===== src/rtl/seq_stream_tx_pkg.sv =====
// seq_stream_tx_pkg: shared types and constants for the serial stimulus
// transmitter and its optional expected-z reference model.
// Optional feature macro: SEQ_STREAM_TX_EXPZ_EN (reference model + z_exp).
package seq_stream_tx_pkg;

    localparam int DEFAULT_WIDTH = 16;

    // Transmitter burst states
    typedef enum logic [1:0] {
        TX_IDLE  = 2'd0,
        TX_SHIFT = 2'd1,
        TX_DONE  = 2'd2
    } txState_e;

    // Detector model states: A reset, B one 0, C 0s run, D one 1, E 1s run
    typedef enum logic [2:0] {
        MDL_A = 3'd0,
        MDL_B = 3'd1,
        MDL_C = 3'd2,
        MDL_D = 3'd3,
        MDL_E = 3'd4
    } mdlState_e;

endpackage


===== src/rtl/seq_stream_tx_if.sv =====
// seq_stream_tx_if: burst handshake and serial output bundle of the
// transmitter. z_exp exists only when SEQ_STREAM_TX_EXPZ_EN is defined.
interface seq_stream_tx_if
    import seq_stream_tx_pkg::*;
#(
    parameter int WIDTH = DEFAULT_WIDTH,
    parameter int LW    = $clog2(WIDTH + 1)
);
    logic             start;
    logic [WIDTH-1:0] pattern;
    logic [LW-1:0]    len;
    logic             step;
    logic             w;
    logic             busy;
    logic             done;
    logic [LW-1:0]    bit_cnt;
`ifdef SEQ_STREAM_TX_EXPZ_EN
    logic             z_exp;

    modport master (output start, pattern, len, step,
                    input  w, busy, done, bit_cnt, z_exp);
    modport slave  (input  start, pattern, len, step,
                    output w, busy, done, bit_cnt, z_exp);
`else
    modport master (output start, pattern, len, step,
                    input  w, busy, done, bit_cnt);
    modport slave  (input  start, pattern, len, step,
                    output w, busy, done, bit_cnt);
`endif
endinterface


===== src/rtl/seq_ref_model.sv =====
// seq_ref_model: 5-state run detector mirroring the lab detectors. z is high
// after two or more equal consecutive bits. Used under SEQ_STREAM_TX_EXPZ_EN.
module seq_ref_model
    import seq_stream_tx_pkg::*;
(
    input  logic clk,
    input  logic reset,
    input  logic bit_in,
    input  logic bit_valid,
    output logic z
);
    localparam logic [2:0] ST_A = MDL_A;
    localparam logic [2:0] ST_B = MDL_B;
    localparam logic [2:0] ST_C = MDL_C;
    localparam logic [2:0] ST_D = MDL_D;
    localparam logic [2:0] ST_E = MDL_E;

    logic [2:0] stateReg;
    logic [2:0] stateNext;

    // Next state: a 0 moves toward B/C, a 1 toward D/E
    always_comb begin
        stateNext = stateReg;
        if (bit_valid) begin
            if (bit_in)
                stateNext = (stateReg == ST_D || stateReg == ST_E) ? ST_E : ST_D;
            else
                stateNext = (stateReg == ST_B || stateReg == ST_C) ? ST_C : ST_B;
        end
    end

    // State register, advanced only on consumed bits
    always_ff @(posedge clk or posedge reset) begin
        if (reset)
            stateReg <= ST_A;
        else
            stateReg <= stateNext;
    end

    assign z = (stateReg == ST_C) || (stateReg == ST_E);

endmodule


===== src/rtl/seq_stream_tx.sv =====
// seq_stream_tx: loads a parallel pattern and sends it MSB-first (bit len-1
// first) on w, one bit per step strobe, framed by start/busy/done.
// Optional feature macro: SEQ_STREAM_TX_EXPZ_EN adds the reference model
// driving z_exp.
module seq_stream_tx
    import seq_stream_tx_pkg::*;
#(
    parameter int WIDTH = DEFAULT_WIDTH,
    parameter int LW    = $clog2(WIDTH + 1)
)(
    input logic             clk,
    input logic             reset,
    seq_stream_tx_if.slave  bus
);
    localparam logic [1:0] IDLE  = TX_IDLE;
    localparam logic [1:0] SHIFT = TX_SHIFT;
    localparam logic [1:0] DONE  = TX_DONE;

    logic [1:0]       stateReg;
    logic [WIDTH-1:0] shiftReg;
    logic [LW-1:0]    remCnt;
    logic [LW-1:0]    bitCntReg;
    logic             busyReg;
    logic             doneReg;
    logic             lenOk;
    logic             bitTaken;

    assign lenOk    = (bus.len != '0) && (bus.len <= LW'(WIDTH));
    assign bitTaken = (stateReg == SHIFT) && bus.step;

    // Burst FSM: load, shift one bit per step, one-cycle done, back to idle.
    // The head bit is not shifted out on the last step so w keeps it.
    always_ff @(posedge clk or posedge reset) begin
        if (reset) begin
            stateReg  <= IDLE;
            shiftReg  <= '0;
            remCnt    <= '0;
            bitCntReg <= '0;
            busyReg   <= 1'b0;
            doneReg   <= 1'b0;
        end else begin
            case (stateReg)
                IDLE: begin
                    if (bus.start && lenOk) begin
                        stateReg  <= SHIFT;
                        shiftReg  <= bus.pattern << (LW'(WIDTH) - bus.len);
                        remCnt    <= bus.len;
                        bitCntReg <= '0;
                        busyReg   <= 1'b1;
                    end
                end
                SHIFT: begin
                    if (bus.step) begin
                        bitCntReg <= bitCntReg + LW'(1);
                        remCnt    <= remCnt - LW'(1);
                        if (remCnt == LW'(1)) begin
                            stateReg <= DONE;
                            busyReg  <= 1'b0;
                            doneReg  <= 1'b1;
                        end else begin
                            shiftReg <= shiftReg << 1;
                        end
                    end
                end
                DONE: begin
                    stateReg <= IDLE;
                    doneReg  <= 1'b0;
                end
                default: begin
                    stateReg <= IDLE;
                    busyReg  <= 1'b0;
                    doneReg  <= 1'b0;
                end
            endcase
        end
    end

    assign bus.w       = shiftReg[WIDTH-1];
    assign bus.busy    = busyReg;
    assign bus.done    = doneReg;
    assign bus.bit_cnt = bitCntReg;

`ifdef SEQ_STREAM_TX_EXPZ_EN
    seq_ref_model u_refModel (
        .clk       (clk),
        .reset     (reset),
        .bit_in    (shiftReg[WIDTH-1]),
        .bit_valid (bitTaken),
        .z         (bus.z_exp)
    );
`else
    logic unusedBitTaken;
    assign unusedBitTaken = bitTaken;
`endif

endmodule


===== src/flat_wrapper.sv =====
// flat-port wrapper written by rule: the top's interface ports become plain ports
module seq_stream_tx_flat import seq_stream_tx_pkg::*;
#(
    parameter int WIDTH = DEFAULT_WIDTH,
    parameter int LW    = $clog2(WIDTH + 1)
)
  (clk, reset, bus_start, bus_pattern, bus_len, bus_step, bus_w, bus_busy, bus_done, bus_bit_cnt);
  seq_stream_tx_if #(.WIDTH(WIDTH), .LW(LW)) bus_i ();
  input logic clk;
  input logic reset;
  input wire logic [$bits(bus_i.start)-1:0] bus_start;
  input wire logic [$bits(bus_i.pattern)-1:0] bus_pattern;
  input wire logic [$bits(bus_i.len)-1:0] bus_len;
  input wire logic [$bits(bus_i.step)-1:0] bus_step;
  output wire logic [$bits(bus_i.w)-1:0] bus_w;
  output wire logic [$bits(bus_i.busy)-1:0] bus_busy;
  output wire logic [$bits(bus_i.done)-1:0] bus_done;
  output wire logic [$bits(bus_i.bit_cnt)-1:0] bus_bit_cnt;
  assign bus_i.start = bus_start;
  assign bus_i.pattern = bus_pattern;
  assign bus_i.len = bus_len;
  assign bus_i.step = bus_step;
  assign bus_w = bus_i.w;
  assign bus_busy = bus_i.busy;
  assign bus_done = bus_i.done;
  assign bus_bit_cnt = bus_i.bit_cnt;
  seq_stream_tx #(.WIDTH(WIDTH), .LW(LW)) u_core (.clk(clk), .reset(reset), .bus(bus_i));
endmodule

===== config.mk =====
export PLATFORM = sky130hd
export DESIGN_NAME = seq_stream_tx_flat
export DESIGN_NICKNAME = d
export VERILOG_FILES = /design/src/rtl/seq_stream_tx_pkg.sv /design/src/rtl/seq_stream_tx_if.sv /design/src/rtl/seq_ref_model.sv /design/src/rtl/seq_stream_tx.sv /design/src/flat_wrapper.sv
export SDC_FILE = /design/constraint.sdc
export NUM_CORES = 1
export LEC_CHECK = 0
export ABC_AREA = 1
export CAP_MARGIN = 10
export CORE_MARGIN = 2
export CORE_UTILIZATION = 59
export CTS_CLUSTER_DIAMETER = 80
export CTS_CLUSTER_SIZE = 25
export DETAILED_ROUTE_END_ITERATION = 8
export PLACE_DENSITY_LB_ADDON = 0.08
export SLEW_MARGIN = 20
export SYNTH_ARGS = -nofsm -noshare
export SYNTH_HDL_FRONTEND = slang
export SYNTH_SLANG_ARGS = --single-unit
export TNS_END_PERCENT = 50

===== constraint.sdc =====
create_clock -name clk -period 2.8 [get_ports clk]
set_input_delay 0.56 -clock clk [delete_from_list [all_inputs] [get_ports clk]]
set_output_delay 0.56 -clock clk [all_outputs]
set_load 0.03 [all_outputs]

==> summary.txt, run 1 <==
Outcome
  – Status: finished clean

Synth
  – Cells after Synth: 367
  – Yosys top cell by area: dfrtp_1
  – Unique masters post-synth: 26
  – Top cells by area, synth: dfrtp_1 (33%), nand2_1 (25%), nand3_1 (15%)
  – Syn Nets: 396
  – FF+latch count, synth: 30
  – Mean Syn Cell Area: 6.232 µm²
  – Share of the synthesized area in the top cell type: 32.82%
  – Ys Warns: 0
  – Post-synth ARST share: 100.0%
  – Sequential area share after synthesis: 32.82%
  – Top-count cell post-synth: nand2_1
  – Commonest cells post-synth: nand2_1 (154), nand3_1 (69), nor2_1 (38), dfrtp_1 (30), inv_1 (18)
  – Post-synth EDFFs: 0
  – Ys flop type: dfrtp_1
  – Post-Syn Area: 2287 µm²

Worst setup path
  – Worst path bufs/invs: 3
  – Crit path max fanout: 16
  – Capture point of the worst path: u_core.shiftReg[13]
  – Critical path launch point type: input pin
  – Max stage delay on crit path: about 0.52 ns
  – Crit path top cell by count: nand2_1
  – Flop2flop setup slack: 0.88 ns
  – Slowest-stage cell, CP: clkdlybuf4s50_1
  – Crit path cell chain: clkdlybuf4s50_1, inv_4, ha_1, inv_1, nand3_1, nand3_1, nand2_1, nand2_1, nand2_1, nor2_1, nor2_1
  – WP depth: 11
  – Reg-to-Reg Start: u_core.stateReg[1]
  – Worst r2r path cells: 8
  – Worst Path Arrival: 2.40 ns
  – Req. time, crit path: 2.97 ns
  – CP Class: in2reg
  – Critical path capture point type: flip-flop
  – Crit path max-delay family: buffers and inverters
  – CP startpoint: bus_len[0]
  – R2r endpoint: u_core.shiftReg[9]

Detailed routing
  – Final wirelength: 5131 µm
  – Vias: 2360
  – Via-per-instance ratio: 5.303
  – Final ANT Viol Nets: 0
  – Pre-antenna DRT Iters: 4
  – Avg WL per Cell: 11.53 µm
  – Residual DRC count: 0
  – DRT iter0 DRCs: 140

GRT
  – Initial antenna violation count: 0
  – First-pass GRT wire length: 8832 µm
  – Tot GR Track Use: 25.69%
  – Pin count of the biggest net entering global routing: 31
  – GRT overflow: 0
  – Number of global-route vias before repair: 2130

Cells and area
  – Ant diodes: 0
  – Final Cell Area: 2691 µm²
  – Layout cell share with drive strength beyond 1: 7.557%
  – Area delta synth->final: 17.67%
  – NumNets Final: 425

Power
  – PD cells: 789.0 nW/µm²
  – Combinational Power Share: around 49%
  – Worst vdd ir: 0.4726 mV
  – Switching share of power: ~44%
  – Seq pwr share: approximately 34%
  – Psw: 0.0009381 W
  – LEAKAGE: 1.423 nW
  – Clk pwr share: 17.6%
  – P_int: about 0.0012 W

Placement
  – Port-buffer cells: 32
  – Routability cong.: 0.9208
  – Detail Placement HPWL: 3747 µm
  – Dpl cell area: 2596 µm²

STA
  – Final Setup Violations: 0
  – Headroom to the max-slew limit: 69.91%
  – Final hold violations: 0
  – Final TNS setup: 0 ns
  – Crit path time final: 2.228 ns
  – Layout Skew: 0.003202 ns
  – RSZ-0062 raised after global routing: false
  – Tcrit/Tclk final: 79.57%
  – Worst Tran Pin Value: around 0.45 ns
  – Slew Viols, Final: 0
  – FMAX: 448.9 MHz

Floorplanning
  – Ports: 33
  – Core area: 3689 µm²
  – Full die area: 4390 µm²
  – Std-Cell Rows: 22
  – Die X: between 60 and 70 µm
  – Starting Density: between 60% and 70%
  – Die Height: 66.26 µm

CTS
  – CTS HTree Levels: 2
  – # hold bufs at CTS: 0
  – Clk slew on worst S/H paths: 0.07 ns
  – Clock tree sinks: 30
  – CTS resizes: 0
  – Clk Tree Root Cell: clkbuf_8
  – TritonCTS clock tree: yes
  – TritonCTS Buffers: 5
  – Postcts setup bufs: 0
  – Clk_lat worst skew: about 0.28 ns
  – Maximum clock path buffer count: 2

Job
  – Max Cap Viol: 0

Worst hold path
  – Worst Hold Class: reg2reg
[layout by cell type, fill, tap and decap left out, drive strengths merged]
cell type      instances
clkbuf                 6
a21oi                  3
clkinvlp               1
buf                    7
clkdlybuf4s50         32
or2                    1
nand2                160
nor3b                  2
nor2                  40
nand3                 71
o21ai                 12
ha                     4
inv                   22
xnor2                  1
nand4                  2
clkinv                 1
dfrtp                 30
nor3                   2
[power by group through the flow]
stage          registers (W)  clock network, W  logic, W
2_1_floorplan       0.000784                 0  0.000706
3_3_place_gp        0.000714                 0   0.00100
3_5_place_dp        0.000722                 0   0.00103
4_1_cts             0.000717          0.000377   0.00103
5_1_grt             0.000741          0.000396   0.00117
6_report            0.000718          0.000374   0.00103
[kinds of logic after synthesis]
family,after synthesis,synth area share (%)
buffers and inverters,39,9.135
adder cells (fa/ha/maj),4,2.188
AND/OR/NAND/NOR,278,52.19
AO/OA/AOI/OAI,15,3.282
XOR/XNOR,1,0.3830
flip-flops,30,32.82
[registers in the layout, indices dropped and copies added (netlist names)]
name / flops
u_core.bus.busy: 1
u_core.shiftReg: 16
u_core.remCnt: 5
u_core.bus.bit_cnt: 5
u_core.bus.done: 1
u_core.stateReg: 2
[per-stage QoR]
step | power [W] | std cells | setup slack, ns | hold slack, ns | utilization (%)
3_5_place_dp | 0.001749 | 437 | 0.2806 | 0.4612 | 70.39
3_3_place_gp | 0.001717 | 437 | 0.2962 | 0.4562 | 70.39
2_1_floorplan | 0.001490 | 367 | 0.5496 | 0.4759 | -
5_1_grt | 0.002307 | 445 | 0.3980 | 0.5056 | 72.96
4_1_cts | 0.002128 | 445 | 0.5811 | 0.4776 | 72.96
6_report | 0.002123 | 445 | 0.5722 | 0.4731 | 72.96
[area by class of cell]
class	instances	area [µm²]
clock buffer	6	82.58
clock inverter	2	12.51
fill	339	997.2
inverter	22	85.08
multi-input combinational	298	1328
sequential	30	750.7
tap	48	60.06
timing repair buffer	39	372.9
[layer usage]
metal	vias to the layer above	part of all wire (%)	GRT usage [%]
met2	61	49	45.13
met4	0	2.3	8.418
li1	1226	-	-
met3	14	4.4	4.600
met5	-	0	0
met1	1059	45	31.52
[worst reg2reg max path: cells and delay by family, from the launching register on]
kind          cells  cell delay, ns
simple gates      6            1.27
buf+inv           2            0.19
flops             1            0.37
[worst min-delay path by stage]
stage	from	to	slack [ns]	cells after the start
after floorplan	u_core.shiftReg[1]	u_core.shiftReg[1]	0.48	2
after global placement	u_core.bus.busy	u_core.bus.busy	0.46	2
after detailed placement	u_core.bus.busy	u_core.bus.busy	0.46	2
after CTS	u_core.bus.busy	u_core.bus.busy	0.48	2
after global routing	u_core.bus.busy	u_core.bus.busy	0.51	2
final	u_core.bus.busy	u_core.bus.busy	0.47	2
Power figures use the tool's default switching activity.
==> run 2: changes to the inputs <==
Settings changed: CORE_UTILIZATION 59 to 50.
Clock period 2.8 ns to 1.9 ns, I/O delays scaled along.
==> run 2 against run 1 <==
  * Flip-flop and latch count unchanged
  * Non-clock buffer count increased by 16
  * Global-route usage decreased by 2.4 points
  * Die area increased by 17%
  * Hold slack improved by 0.0016 ns
  * Critical path type is now reg2out
  * Largest cell class unchanged
==> summary.txt, run 2 (synthesis gave the netlist of run 1 again) <==
Worst setup path
  – Flop2flop setup slack: 0.42 ns (-0.46 ns)
  – Reg-to-Reg Start: u_core.remCnt[0]
  – R2r endpoint: u_core.shiftReg[13]
  – Critical path launch point type: flip-flop
  – Max stage delay on crit path: 0.69 ns (+0.17 ns)
  – CP startpoint: u_core.bus.bit_cnt[3]
  – Worst path bufs/invs: 1 (-2)
  – Crit path max-delay family: buffers and inverters
  – Slowest-stage cell, CP: clkdlybuf4s50_1
  – Req. time, crit path: 1.52 ns (-1.45 ns)
  – Crit path cell chain: clkdlybuf4s50_1
  – CP Class: reg2out
  – Crit path max fanout: 4 (-12)
  – Critical path capture point type: primary output
  – Worst r2r path cells: 8 (unchanged)
  – Worst Path Arrival: 1.36 ns (-1.04 ns)

Cells and area
  – NumNets Final: 442 (+4.0%)
  – Commonest non-fill, non-tap cell in the layout: nand2_1
  – Most frequent cells in the layout: nand2_1 (150), nand3_1 (66), nor2_1 (36)
  – Reg with most FFs: u_core.shiftReg
  – Final Cell Area: 2929 µm² (+8.8%)
  – Area delta synth->final: 28.06%
  – Layout cell share with drive strength beyond 1: 14.01% (+6.5 points)
  – Max FFs per register: 16 (unchanged)
  – Ant diodes: 0 (unchanged)

STA
  – Final Setup Violations: 0 (unchanged)
  – Tcrit/Tclk final: 91.77%
  – Headroom to the max-slew limit: 75.14% (+5.2 points)
  – Worst Tran Pin Value: 0.3729 ns (-0.07792 ns)
  – Slew Viols, Final: 0 (unchanged)
  – Final hold violations: 0 (unchanged)
  – FMAX: around 570 MHz
  – Final TNS setup: 0 ns (unchanged)
  – Setup ws final: 0.1563 ns (-0.4158 ns)
  – Layout Skew: 0.006004 ns (+0.002802 ns)
  – Crit path time final: roughly 1.7 ns

Floorplanning
  – Die Height: 71.64 µm (+8.1%)
  – Std-Cell Rows: 24 (+9.1%)
  – Starting Density: 52.17% (-9.8 points)
  – Full die area: 5132 µm² (+17%)
  – Core area: 4384 µm² (+19%)
  – Ports: 33 (unchanged)
  – Die X: 71.64 µm (+8.1%)

GRT
  – GRT overflow: 0 (unchanged)
  – Tot GR Track Use: 23.28% (-2.4 points)
  – Initial antenna violation count: 0 (unchanged)
  – Pin count of the biggest net entering global routing: 31 (unchanged)
  – First-pass GRT wire length: 9632 µm (+9.1%)
  – Number of global-route vias before repair: 2335 (+9.6%)

CTS
  – Maximum clock path buffer count: 2 (unchanged)
  – Clk Tree Root Cell: clkbuf_8
  – TritonCTS Buffers: 5 (unchanged)
  – # hold bufs at CTS: 0 (unchanged)
  – TritonCTS clock tree: yes
  – Clock tree sinks: 30 (unchanged)
  – Clk slew on worst S/H paths: 0.06 ns (about the same)
  – Clk_lat worst skew: 0.28 ns (about the same)
  – CTS HTree Levels: 2 (unchanged)

Power
  – LEAKAGE: 1.548 nW (+8.8%)
  – PD cells: 1134 nW/µm² (+44%)
  – Worst vdd ir: 0.7010 mV (+48%)
  – Tot Pwr: 0.003322 W (+56%)

Detailed routing
  – Via-per-instance ratio: 5.296 (-0.14%)
  – Avg WL per Cell: 12.21 µm (+5.9%)
  – Residual DRC count: 0 (unchanged)
  – Final ANT Viol Nets: 0 (unchanged)
  – DRT iter0 DRCs: 126 (-10%)
  – Vias: 2468 (+4.6%)
  – Pre-antenna DRT Iters: 4 (unchanged)
  – Final wirelength: 5688 µm (+11%)

Job
  – Max Cap Viol: 0 (unchanged)

Placement
  – Detail Placement HPWL: 4129 µm (+10%)
  – Post-place setup slack: -0.2852 ns (-0.5658 ns)
  – Dpl cell area: 2744 µm² (+5.7%)
  – Routability cong.: 0.8760 (-4.9%)
  – Port-buffer cells: 32 (unchanged)

Outcome
  – Status: finished clean

Worst hold path
  – Worst Hold Class: in2async
[run 2: cell count changes in the layout (fill, tap and decap cells not counted), sizes merged]
cell | previous run | this run
nor2 | 40 | 41
clkdlybuf4s50 | 32 | 30
buf | 7 | 23
clkinvlp | 1 | 0
dlymetal6s2s | 0 | 2
clkbuf | 6 | 7
[run 2: timing repair]
item                                    CTS  global route
endpoints found under the setup margin    0            24
resized for setup                         0            22
setup buffers                             0             0
[run 2: how the worst max path moves through the flow]
stage                          end  slack [ns]  cells past startpoint
2_1_floorplan   u_core.shiftReg[8]       -0.01                     15
3_3_place_gp   u_core.shiftReg[14]       -0.28                     12
3_5_place_dp   u_core.shiftReg[14]       -0.29                     12
4_1_cts        u_core.shiftReg[14]      0.0008                     12
5_1_grt         u_core.shiftReg[8]    -0.00003                     12
6_report            bus_bit_cnt[3]        0.16                      1
[run 2: worst reg2reg max path: stages (launching register included)]
cell and delay (ns):
dfrtp_1 0.41, ha_1 0.23, nand3_1 0.09, nand3_1 0.16, nand2_4 0.14, buf_12 0.14
nand2_1 0.06, nor2_1 0.10, nor2_1 0.04
[run 2: metrics by stage]
step | util (%) | hold slack, ns | instances
2_1_floorplan | - | 0.4708 | 367
3_3_place_gp | 62.59 | 0.4593 | 457
3_5_place_dp | 62.59 | 0.4691 | 457
4_1_cts | 64.67 | 0.4846 | 465
5_1_grt | 66.81 | 0.5079 | 466
6_report | 66.81 | 0.4747 | 466
[run 2: cell type report]
class                           instances  area, µm²
Fill cell                             406       1455
Multi-Input combinational cell        299       1404
Sequential cell                        30      750.7
Timing Repair Buffer                   55      525.5
Inverter                               22      92.59
Clock buffer                            7      86.33
Tap cell                               52      65.06
Clock inverter                          1      5.005
[run 2: layer usage]
layer,part of all wire (%),track usage [%],up-vias
met5,0,0,-
met3,4.3,5.063,10
met2,50,41.46,53
li1,-,-,1264
met1,44,28.84,1141
met4,1.7,5.241,0
[run 2: report_power, final]
part | leakage, nW | switching [W] | internal [W]
sequential | 0.377 | 0.000167 | 0.000889
clock | 0.0482 | 0.000231 | 0.000292
combinational | 1.12 | 0.00104 | 0.000704
==> run 3: changes to the inputs <==
Settings changed: PLACE_DENSITY_LB_ADDON 0.08 to 0.25.
==> run 3 against run 2 <==
  * Sequential share of layout area hardly changed
  * Wire length shrank 2.6%
  * Non-clock buffer count fell by 2
==> summary.txt, run 3 (synthesis gave the netlist of run 1 again) <==
Cells and area
  – Max FFs per register: 16 (unchanged)
  – Layout cell share with drive strength beyond 1: 14.08% (+0.068 points)
  – Layout fillers: 389 (-4.2%)
  – Area of the multi-input gates: 1414 µm² (+0.71%)
  – Area delta synth->final: 28.12% (about the same)
  – Ant diodes: 0 (unchanged)
  – Most frequent cells in the layout: nand2_1 (151), nand3_1 (62), nor2_1 (36)
  – Register Area: 750.7 µm² (unchanged)
  – Commonest non-fill, non-tap cell in the layout: nand2_1
  – NumNets Final: 440 (-0.45%)
  – Reg with most FFs: u_core.shiftReg
  – Non-filler instance count after layout: 464 (-0.43%)

STA
  – Final hold violations: 0 (unchanged)
  – Crit path time final: 1.821 ns (+0.07765 ns)
  – Worst Tran Pin Value: 0.3860 ns (+0.01314 ns)
  – Headroom to the max-slew limit: 74.26% (-0.88 points)
  – FMAX: 549.1 MHz (-4.3%)
  – Tcrit/Tclk final: 95.86% (+4.1 points)
  – Layout Skew: 0.004841 ns (-0.001163 ns)
  – Slew Viols, Final: 0 (unchanged)
  – Final Setup Violations: 0 (unchanged)
  – Hold WS: 0.4751 ns (+0.0003990 ns)

Power
  – Combinational Power Share: 51.6% (-0.9 points)
  – P_int: 0.001866 W (-0.95%)
  – PD cells: 1118 nW/µm² (-1.4%)
  – Psw: 0.001410 W (-2.0%)
  – LEAKAGE: 1.534 nW (-0.90%)
  – Clk pwr share: 16.3% (+0.6 points)
  – Seq pwr share: 32.1% (+0.3 points)
  – Switching share of power: 43.03% (-0.25 points)
  – Worst vdd ir: 0.6354 mV (-9.4%)

CTS
  – TritonCTS clock tree: yes
  – Clk slew on worst S/H paths: 0.07 ns (about the same)
  – # hold bufs at CTS: 0 (unchanged)
  – CTS HTree Levels: 2 (unchanged)
  – Maximum clock path buffer count: 2 (unchanged)
  – Clock tree sinks: 30 (unchanged)
  – Clk Tree Root Cell: clkbuf_8
  – Clk_lat worst skew: 0.28 ns (about the same)
  – TritonCTS Buffers: 5 (unchanged)

GRT
  – Initial antenna violation count: 0 (unchanged)
  – GRT overflow: 0 (unchanged)
  – Tot GR Track Use: 23.70% (+0.42 points)
  – Pin count of the biggest net entering global routing: 31 (unchanged)
  – First-pass GRT wire length: 9846 µm (+2.2%)
  – Number of global-route vias before repair: 2335 (unchanged)

Detailed routing
  – DRT iter0 DRCs: 149 (+18%)
  – Pre-antenna DRT Iters: 4 (unchanged)
  – Residual DRC count: 0 (unchanged)
  – Avg WL per Cell: 11.94 µm (-2.2%)
  – Vias: 2399 (-2.8%)
  – Final wirelength: 5541 µm (-2.6%)
  – Final ANT Viol Nets: 0 (unchanged)
  – Via-per-instance ratio: 5.170 (-2.4%)

Placement
  – Port-buffer cells: 32 (unchanged)
  – Inst Count DP: 453 (-0.88%)
  – Routability cong.: 0.8444 (-3.6%)
  – Detail Placement HPWL: 4088 µm (-0.98%)

Floorplanning
  – Starting Density: 52.17% (unchanged)
  – Full die area: 5132 µm² (unchanged)
  – Std-Cell Rows: 24 (unchanged)
  – Die Height: 71.64 µm (unchanged)
  – Die X: 71.64 µm (unchanged)
  – Core area: 4384 µm² (unchanged)
  – Ports: 33 (unchanged)

Outcome
  – Status: finished clean

Worst setup path
  – Critical path launch point type: input pin
  – Critical path capture point type: flip-flop
  – CP Class: in2reg
  – Req. time, crit path: 2.08 ns (+0.56 ns)
  – Flop2flop setup slack: 0.39 ns (-0.03 ns)
  – Worst Path Arrival: 2.00 ns (+0.64 ns)
  – Crit path max fanout: 6 (+2)

Worst hold path
  – Worst Hold Class: in2async

Job
  – Max Cap Viol: 0 (unchanged)
-- run 3: power groups by stage --
stage / Clock, W / Combinational, W / Sequential, W
detailed placement: 0 / 0.00162 / 0.00106
global placement: 0 / 0.00158 / 0.00105
floorplan: 0 / 0.00105 / 0.00116
CTS: 0.000542 / 0.00162 / 0.00105
finish: 0.000533 / 0.00169 / 0.00105
global route: 0.000565 / 0.00195 / 0.00108
-- run 3: timing repair --
| item | 4_1_cts | 5_1_grt |
|---|---|---|
| gates cloned | 0 | 2 |
| setup endpoints to repair | 3 | 12 |
| setup buffers | 0 | 1 |
| pin swaps | 0 | 3 |
| gates resized for setup | 1 | 19 |
-- run 3: metal layers --
layer | share of wire (%) | global-route usage, % | up-vias
met2 | 48 | 40.95 | 60
met3 | 4.7 | 4.501 | 4
met5 | 0 | 0 | -
li1 | - | - | 1258
met1 | 46 | 29.93 | 1077
met4 | 0.92 | 7.547 | 0
-- run 3: worst paths after layout --
check,depth (start not counted),start,to
max,12,bus_len[1],u_core.shiftReg[11]
min,3,reset,u_core.bus.bit_cnt[4]
max reg2reg,8,u_core.stateReg[0],u_core.shiftReg[14]
min reg2reg,2,u_core.bus.busy,u_core.bus.busy
max in group asynchronous,3,reset,u_core.shiftReg[12]
min in group clk,2,u_core.bus.busy,u_core.bus.busy
-- run 3: per-stage QoR --
step | cell area, µm² | power, W | setup WS (ns) | setup TNS (ns) | util (%)
after floorplan | 2316 | 0.002209 | -0.01184 | -0.04912 | -
after global placement | 2714 | 0.002638 | -0.2840 | -5.146 | 61.90
after detailed placement | 2714 | 0.002677 | -0.3153 | -5.961 | 61.90
after CTS | 2804 | 0.003216 | 0.03350 | 0 | 63.96
after global routing | 2930 | 0.003594 | -0.01242 | -0.03408 | 66.84
final | 2930 | 0.003276 | 0.07867 | 0 | 66.84
-- run 3: layout make-up --
class / count / share of cell area [%]
Multi-Input combinational cell: 299 / 48.25
Clock buffer: 7 / 2.946
Inverter: 22 / 3.245
Sequential cell: 30 / 25.62
Tap cell: 52 / 2.220
Clock inverter: 1 / 0.1708
Timing Repair Buffer: 53 / 17.55
-- run 3: worst max-delay path, cell delays in order --
cell             delay [ns]
clkdlybuf4s50_1        0.48
inv_1                  0.07
ha_4                   0.29
buf_12                 0.12
buf_4                  0.12
nand3_1                0.11
nand3_1                0.10
nand2_1                0.06
nand2_1                0.07
nand2_1                0.06
nor2_1                 0.08
nor2_1                 0.04
